## config.mk

```make
export PLATFORM = sky130hd
export DESIGN_NAME = mover_2d_rd_fetch
export DESIGN_NICKNAME = d
export VERILOG_FILES = /design/src/rtl/mover_2d_rd_fetch_pkg.sv /design/src/rtl/mover_2d_rd_fifo.sv /design/src/rtl/mover_2d_rd_fetch.sv
export SDC_FILE = /design/constraint.sdc
export NUM_CORES = 2
export LEC_CHECK = 0
export ABC_AREA = 1
export CAP_MARGIN = 5
export CORE_MARGIN = 2
export CORE_UTILIZATION = 62
export DETAILED_ROUTE_END_ITERATION = 16
export PLACE_DENSITY_LB_ADDON = 0.15
export SYNTH_ARGS = -nofsm -noshare
export SYNTH_HDL_FRONTEND = slang
export SYNTH_HIERARCHICAL = 1
export SYNTH_SLANG_ARGS = --single-unit
```

## constraint.sdc

```tcl
create_clock -name ACLK -period 5.18 [get_ports ACLK]
set_input_delay 1.036 -clock ACLK [delete_from_list [all_inputs] [get_ports ACLK]]
set_output_delay 1.036 -clock ACLK [all_outputs]
set_load 0.02 [all_outputs]
```

## src/rtl/mover_2d_rd_fetch_pkg.sv

```systemverilog
`default_nettype none
// ============================================================================
// mover_2d_rd_fetch_pkg
// Shared AXI encodings, fetch FSM states and the 4KB page constant.
// Revision: 1.0
// ============================================================================
package mover_2d_rd_fetch_pkg;

    localparam logic [1:0]  AXI_BURST_INCR  = 2'b01;
    localparam logic [1:0]  AXI_RESP_OKAY   = 2'b00;
    localparam logic [1:0]  AXI_RESP_SLVERR = 2'b10;
    localparam int unsigned BOUNDARY_4KB    = 4096;

    typedef enum logic [2:0] {
        ST_IDLE  = 3'd0,
        ST_CALC  = 3'd1,
        ST_ADDR  = 3'd2,
        ST_DRAIN = 3'd3,
        ST_DONE  = 3'd4
    } state_e;

endpackage
`default_nettype wire

```

## src/rtl/mover_2d_rd_fifo.sv

```systemverilog
`default_nettype none
// ============================================================================
// mover_2d_rd_fifo
// Synchronous FIFO carrying a data word plus end-of-row tag, with free count.
// Revision: 1.0
// ============================================================================
module mover_2d_rd_fifo #(
    parameter int DATA_W = 32,
    parameter int DEPTH  = 64
) (
    input  logic                     clk_i,
    input  logic                     rst_i,
    input  logic                     push_i,
    input  logic [DATA_W-1:0]        push_data_i,
    input  logic                     push_eor_i,
    input  logic                     pop_i,
    output logic [DATA_W-1:0]        pop_data_o,
    output logic                     pop_eor_o,
    output logic                     full_o,
    output logic                     empty_o,
    output logic [$clog2(DEPTH):0]   free_o
);
    localparam int AW = $clog2(DEPTH);

    logic [DATA_W:0]  mem_q [DEPTH];
    logic [AW-1:0]    wr_ptr_q;
    logic [AW-1:0]    rd_ptr_q;
    logic [AW:0]      count_q;
    logic             w_push;
    logic             w_pop;

    // A push at full is still taken when the same cycle pops a slot free.
    assign w_pop   = pop_i && !empty_o;
    assign w_push  = push_i && (!full_o || w_pop);
    assign full_o  = (count_q == (AW+1)'(DEPTH));
    assign empty_o = (count_q == '0);
    assign free_o  = (AW+1)'(DEPTH) - count_q;
    assign {pop_eor_o, pop_data_o} = mem_q[rd_ptr_q];

    always_ff @(posedge clk_i) begin
        if (rst_i) begin
            wr_ptr_q <= '0;
            rd_ptr_q <= '0;
            count_q  <= '0;
        end else begin
            if (w_push) wr_ptr_q <= wr_ptr_q + AW'(1);
            if (w_pop)  rd_ptr_q <= rd_ptr_q + AW'(1);
            case ({w_push, w_pop})
                2'b10:   count_q <= count_q + (AW+1)'(1);
                2'b01:   count_q <= count_q - (AW+1)'(1);
                default: count_q <= count_q;
            endcase
        end
    end

    always_ff @(posedge clk_i) begin
        if (w_push) mem_q[wr_ptr_q] <= {push_eor_i, push_data_i};
    end

endmodule
`default_nettype wire

```

## src/rtl/mover_2d_rd_fetch.sv

```systemverilog
`default_nettype none
// ============================================================================
// mover_2d_rd_fetch
// 2D strided AXI4 read fetcher feeding a credit-protected output FIFO.
// Optional macro MOVER_RD_4KB_SPLIT_EN splits bursts at 4KB page boundaries.
// Revision: 1.0
// ============================================================================
module mover_2d_rd_fetch #(
    parameter int AXI_WIDTH_ADDR = 32,
    parameter int AXI_WIDTH_DATA = 32,
    parameter int AXI_WIDTH_ID   = 4,
    parameter int MAX_BURST      = 16,
    parameter int FIFO_DEPTH     = 64
) (
    input  logic                      ACLK,
    input  logic                      ARESET,
    input  logic                      go,
    output logic                      busy,
    output logic                      done,
    output logic                      error,
    input  logic [AXI_WIDTH_ADDR-1:0] cfg_src_addr,
    input  logic [11:0]               cfg_width,
    input  logic [11:0]               cfg_height,
    input  logic [15:0]               cfg_stride,
    output logic [AXI_WIDTH_ID-1:0]   ARID,
    output logic [AXI_WIDTH_ADDR-1:0] ARADDR,
    output logic [7:0]                ARLEN,
    output logic [2:0]                ARSIZE,
    output logic [1:0]                ARBURST,
    output logic                      ARVALID,
    input  logic                      ARREADY,
    input  logic [AXI_WIDTH_ID-1:0]   RID,
    input  logic [AXI_WIDTH_DATA-1:0] RDATA,
    input  logic [1:0]                RRESP,
    input  logic                      RLAST,
    input  logic                      RVALID,
    output logic                      RREADY,
    output logic [AXI_WIDTH_DATA-1:0] out_data,
    output logic                      out_valid,
    input  logic                      out_ready,
    output logic                      out_eor
);
    import mover_2d_rd_fetch_pkg::*;

    localparam int         CW          = $clog2(FIFO_DEPTH) + 1;
    localparam logic [2:0] C_SIZE      = 3'($clog2(AXI_WIDTH_DATA / 8));
    localparam logic [8:0] C_MAX_BURST = 9'(MAX_BURST);

    state_e                    state_q, state_d;
    logic [AXI_WIDTH_ADDR-1:0] row_addr_q, row_addr_d;
    logic [AXI_WIDTH_ADDR-1:0] addr_q, addr_d;
    logic [11:0]               width_q, width_d;
    logic [11:0]               rows_q, rows_d;
    logic [11:0]               rem_q, rem_d;
    logic [11:0]               col_q, col_d;
    logic [15:0]               stride_q, stride_d;
    logic [8:0]                len_q, len_d;
    logic [CW-1:0]             outst_q, outst_d;
    logic                      error_q, error_d;

    logic [8:0]                w_len;
    logic [CW-1:0]             w_free;
    logic                      w_empty;
    logic                      w_fifo_full;
    logic                      w_credit_ok;
    logic                      w_rbeat;
    logic                      w_ar_hs;
    logic                      w_eor_in;
    logic                      w_unused;
`ifdef MOVER_RD_4KB_SPLIT_EN
    logic [12:0]               w_to_4k;
`endif

    always_comb begin
        w_len = (rem_q > 12'(C_MAX_BURST)) ? C_MAX_BURST : rem_q[8:0];
`ifdef MOVER_RD_4KB_SPLIT_EN
        w_to_4k = (13'(BOUNDARY_4KB) - {1'b0, addr_q[11:0]}) >> C_SIZE;
        if ({4'd0, w_len} > w_to_4k) w_len = w_to_4k[8:0];
`endif
    end

    // Reserve FIFO space for every beat in flight so R never needs backpressure.
    assign w_credit_ok = (16'(w_free) >= (16'(outst_q) + 16'(w_len)));
    assign w_rbeat     = RVALID && RREADY && (state_q != ST_IDLE);
    assign w_ar_hs     = (state_q == ST_ADDR) && ARREADY;
    assign w_eor_in    = (col_q == (width_q - 12'd1));

    always_comb begin
        state_d    = state_q;
        row_addr_d = row_addr_q;
        addr_d     = addr_q;
        width_d    = width_q;
        rows_d     = rows_q;
        rem_d      = rem_q;
        col_d      = col_q;
        stride_d   = stride_q;
        len_d      = len_q;
        error_d    = error_q;
        outst_d    = outst_q + (w_ar_hs ? CW'(len_q) : CW'(0)) - (w_rbeat ? CW'(1) : CW'(0));

        if (w_rbeat) begin
            col_d = w_eor_in ? 12'd0 : col_q + 12'd1;
            if (RRESP != AXI_RESP_OKAY) error_d = 1'b1;
        end

        case (state_q)
            ST_IDLE: begin
                if (go) begin
                    width_d    = cfg_width;
                    rows_d     = cfg_height;
                    stride_d   = cfg_stride;
                    row_addr_d = cfg_src_addr;
                    addr_d     = cfg_src_addr;
                    rem_d      = cfg_width;
                    col_d      = 12'd0;
                    error_d    = 1'b0;
                    state_d    = (cfg_width == 12'd0 || cfg_height == 12'd0) ? ST_DONE : ST_CALC;
                end
            end
            ST_CALC: begin
                if (w_credit_ok) begin
                    len_d   = w_len;
                    state_d = ST_ADDR;
                end
            end
            ST_ADDR: begin
                if (ARREADY) begin
                    if (rem_q == 12'(len_q)) begin
                        if (rows_q == 12'd1) begin
                            state_d = ST_DRAIN;
                        end else begin
                            rows_d     = rows_q - 12'd1;
                            row_addr_d = row_addr_q + AXI_WIDTH_ADDR'(stride_q);
                            addr_d     = row_addr_q + AXI_WIDTH_ADDR'(stride_q);
                            rem_d      = width_q;
                            state_d    = ST_CALC;
                        end
                    end else begin
                        rem_d   = rem_q - 12'(len_q);
                        addr_d  = addr_q + (AXI_WIDTH_ADDR'(len_q) << C_SIZE);
                        state_d = ST_CALC;
                    end
                end
            end
            ST_DRAIN: begin
                if (outst_q == '0 && w_empty) state_d = ST_DONE;
            end
            ST_DONE:  state_d = ST_IDLE;
            default:  state_d = ST_IDLE;
        endcase
    end

    always_ff @(posedge ACLK) begin
        if (ARESET) begin
            state_q    <= ST_IDLE;
            row_addr_q <= '0;
            addr_q     <= '0;
            width_q    <= '0;
            rows_q     <= '0;
            rem_q      <= '0;
            col_q      <= '0;
            stride_q   <= '0;
            len_q      <= '0;
            outst_q    <= '0;
            error_q    <= 1'b0;
        end else begin
            state_q    <= state_d;
            row_addr_q <= row_addr_d;
            addr_q     <= addr_d;
            width_q    <= width_d;
            rows_q     <= rows_d;
            rem_q      <= rem_d;
            col_q      <= col_d;
            stride_q   <= stride_d;
            len_q      <= len_d;
            outst_q    <= outst_d;
            error_q    <= error_d;
        end
    end

    mover_2d_rd_fifo #(
        .DATA_W (AXI_WIDTH_DATA),
        .DEPTH  (FIFO_DEPTH)
    ) u_fifo (
        .clk_i       (ACLK),
        .rst_i       (ARESET),
        .push_i      (w_rbeat),
        .push_data_i (RDATA),
        .push_eor_i  (w_eor_in),
        .pop_i       (out_ready),
        .pop_data_o  (out_data),
        .pop_eor_o   (out_eor),
        .full_o      (w_fifo_full),
        .empty_o     (w_empty),
        .free_o      (w_free)
    );

    assign ARVALID   = (state_q == ST_ADDR);
    assign ARADDR    = addr_q;
    assign ARLEN     = 8'(len_q - 9'd1);
    assign ARSIZE    = C_SIZE;
    assign ARBURST   = AXI_BURST_INCR;
    assign ARID      = '0;
    assign RREADY    = !ARESET;
    assign busy      = (state_q != ST_IDLE);
    assign done      = (state_q == ST_DONE);
    assign error     = error_q;
    assign out_valid = !w_empty;
    assign w_unused  = ^{RID, RLAST, w_fifo_full};

endmodule
`default_nettype wire

```

==> impl_metrics.ini <==
[critical_path]
critPathMaxFanout = 77
critPathCaptureType = output pin
worstReg2RegEnd = len_q[4]$_SDFFE_PP0P_
crit_path_end = out_data[31]
cp.required_ns = 4.14
arrival_ns = 4.10
crit_type = reg -> out
regToRegSetupSlack_ns = 1.15
start_kind = flip-flop
r2r-start = rem_q[10]$_SDFFE_PP0P_
ff2ff_path_depth = 19

[detailed_routing]
drt_pass1_iterations = 7
drc = 0
drt-vias-per-instance = 6.14
drt-initial-drc-count = 8995
dr_total_vias = 69400
ant_nets = 0
routed_wl_um = 269000
avgRoutedWirePerCell_um = 23.8

[placed_design]
dpl.cell_count = 10900
io_buffers = 190
gp_congestion = 0.921
dp_hpwl_um = 150000

[clocking]
cts_buffer_depth = 3
htree_num_levels = 4
clk_pin_slew_ns = 0.06
clkLatencyLatePin_ns = 0.89
cts_sinks = 2285
ctsHoldBuffers = 0
cts_buffers = 220
clockRootBuffer = clkbuf_16
cts_tree = done

[final_layout]
final_nets = 9243
area_delta_synth_final_pct = 11.2
layout-drive-gt1-share_pct = 7.22
final_cells = 11300
final_util_pct = 69.5

[timing]
slew_violations = 0
worstMarginPinSlew_ns = 1.31
final_hold_viol_count = 0
period_minus_slack_ns = 5.14
fmax_ghz = 0.195
finClkSkew_ns = 0.0584
relSlewSlack_pct = 12.9
rsz0062_at_grt = yes
setup_viol = 0
fin_crit_sh_pct = 99.1

[grt]
grtUsageTotal_pct = 32.9
grt_overflow = 0
grt_max_degree = 180
grt_pass1_vias = 65400
grt_pass1_wl_um = 401000
antenna_found_initial = 14

[floorplan]
dieArea_um2 = 161000
die_h_um = 401
die_w_um = 401
placementRows = 145
core_um2 = 157000
start_util_pct = 62.5
ios = 205

[synth]
ys_warn_count = 6
synth.avg_cell_area_um2 = 10.9
syn-cell-area_um2 = 97900
syn_inst = 8958

[power_and_ir_drop]
power_leakage_nw = 39.4
p_total_mw = 49.1
max-vdd-ir-drop_uv = 498
power_density_nw_per_um2 = 451

[job]
cap_viol_max_count = 0

[hold_path]
worstHoldStart = error$_SDFF_PP0_
hp-class = reg -> reg

[status]
status = complete, no violations
-- sequential cells by signal, indices dropped and copies added (netlist names), named ones only --
register / flops
error: 1
u_fifo/rd_ptr_q: 6
ARADDR: 32
col_q: 12
outst_q: 7
u_fifo/count_q: 7
width_q: 12
state_q: 3
stride_q: 16
row_addr_q: 32
u_fifo/mem_q: 2112
len_q: 9
u_fifo/wr_ptr_q: 6
rem_q: 12
rows_q: 12
-- worst min path at each step --
stage	slack, ns	end	cells after the start
2_1_floorplan	0.44	stride_q[0]$_SDFFE_PP0P_	2
3_3_place_gp	0.44	error$_SDFF_PP0_	2
3_5_place_dp	0.44	error$_SDFF_PP0_	2
4_1_cts	0.45	error$_SDFF_PP0_	2
5_1_grt	0.47	error$_SDFF_PP0_	2
6_report	0.45	error$_SDFF_PP0_	2
-- layout make-up --
| type | count | area (µm²) |
|---|---|---|
| Sequential cell | 2285 | 66900 |
| Fill cell | 10900 | 47700 |
| Multi-Input combinational cell | 5881 | 27200 |
| Clock buffer | 271 | 5770 |
| Timing Repair Buffer | 389 | 4050 |
| Tap cell | 2058 | 2570 |
| Clock inverter | 133 | 1240 |
| Inverter | 269 | 1060 |
| Antenna cell | 6 | 15.0 |
| Timing Repair inverter | 1 | 11.3 |
-- cells in the final DEF, fill, tap and decap left out, types with 4 or more instances in the layout --
cell,count
clkbuf_16,220
o21ai_0,152
o211ai_1,6
xor2_1,44
nor2_1,218
nand4_1,25
nor2_4,65
nor3_1,37
or2_2,5
nand2_1,2794
inv_1,255
nand3_1,2148
dfxtp_1,167
nor4_1,13
bufinv_16,12
o21ai_1,4
clkdlybuf4s50_1,135
xnor2_1,18
nand3b_1,8
clkinv_16,13
clkbuf_2,5
buf_2,33
conb_1,11
edfxtp_1,2112
inv_2,7
clkbuf_1,39
clkinv_2,41
clkbuf_8,7
buf_12,69
diode_2,6
dfxtp_4,5
o21bai_1,5
a31oi_1,32
fa_1,6
buf_4,149
a21oi_1,183
ha_1,73
clkinv_1,60
-- layer usage --
metal	vias up	GRT usage [%]	share of wire, %
met5	-	0	0.010
li1	31500	-	-
met2	3865	52.9	47
met1	33500	46.0	39
met3	524	5.33	10
met4	4	12.0	3.5
-- power breakdown --
| part | total, mW | switching, mW | internal [mW] | leakage (nW) |
|---|---|---|---|---|
| sequential | 21.0 | 0.483 | 20.6 | 20.3 |
| combinational | 12.5 | 8.60 | 3.93 | 15.7 |
| clock | 15.5 | 6.97 | 8.55 | 3.42 |
-- worst max-delay path: stages, from the launching register on --
cell	delay, ns
dfxtp_4	0.55
clkinv_8	0.43
buf_12	0.38
nand3_1	0.11
nand3_1	0.09
nand3_1	0.13
nand3_1	0.25
nand2_1	0.17
nand2_1	0.18
nand2_1	0.21
clkdlybuf4s50_1	0.63
-- through the flow --
stage / cell area (µm²) / setup WS [ns] / hold WS (ns) / TNS [ns]
final: 109000 / 0.0443 / 0.454 / 0
after global routing: 109000 / -0.0148 / 0.472 / -0.0148
after CTS: 109000 / 0.0605 / 0.454 / 0
after detailed placement: 102000 / 0.910 / 0.445 / 0
after global placement: 102000 / 0.902 / 0.437 / 0
after floorplan: 97900 / 0.716 / 0.445 / 0
-- repair_timing --
| item | 4_1_cts | 5_1_grt |
|---|---|---|
| cloned | 0 | 1 |
| pin swaps | 0 | 0 |
| setup endpoints to repair | 8 | 9 |
| resized for setup | 2 | 3 |
| setup buffers | 1 | 7 |
(Power assumes the default switching activity.)
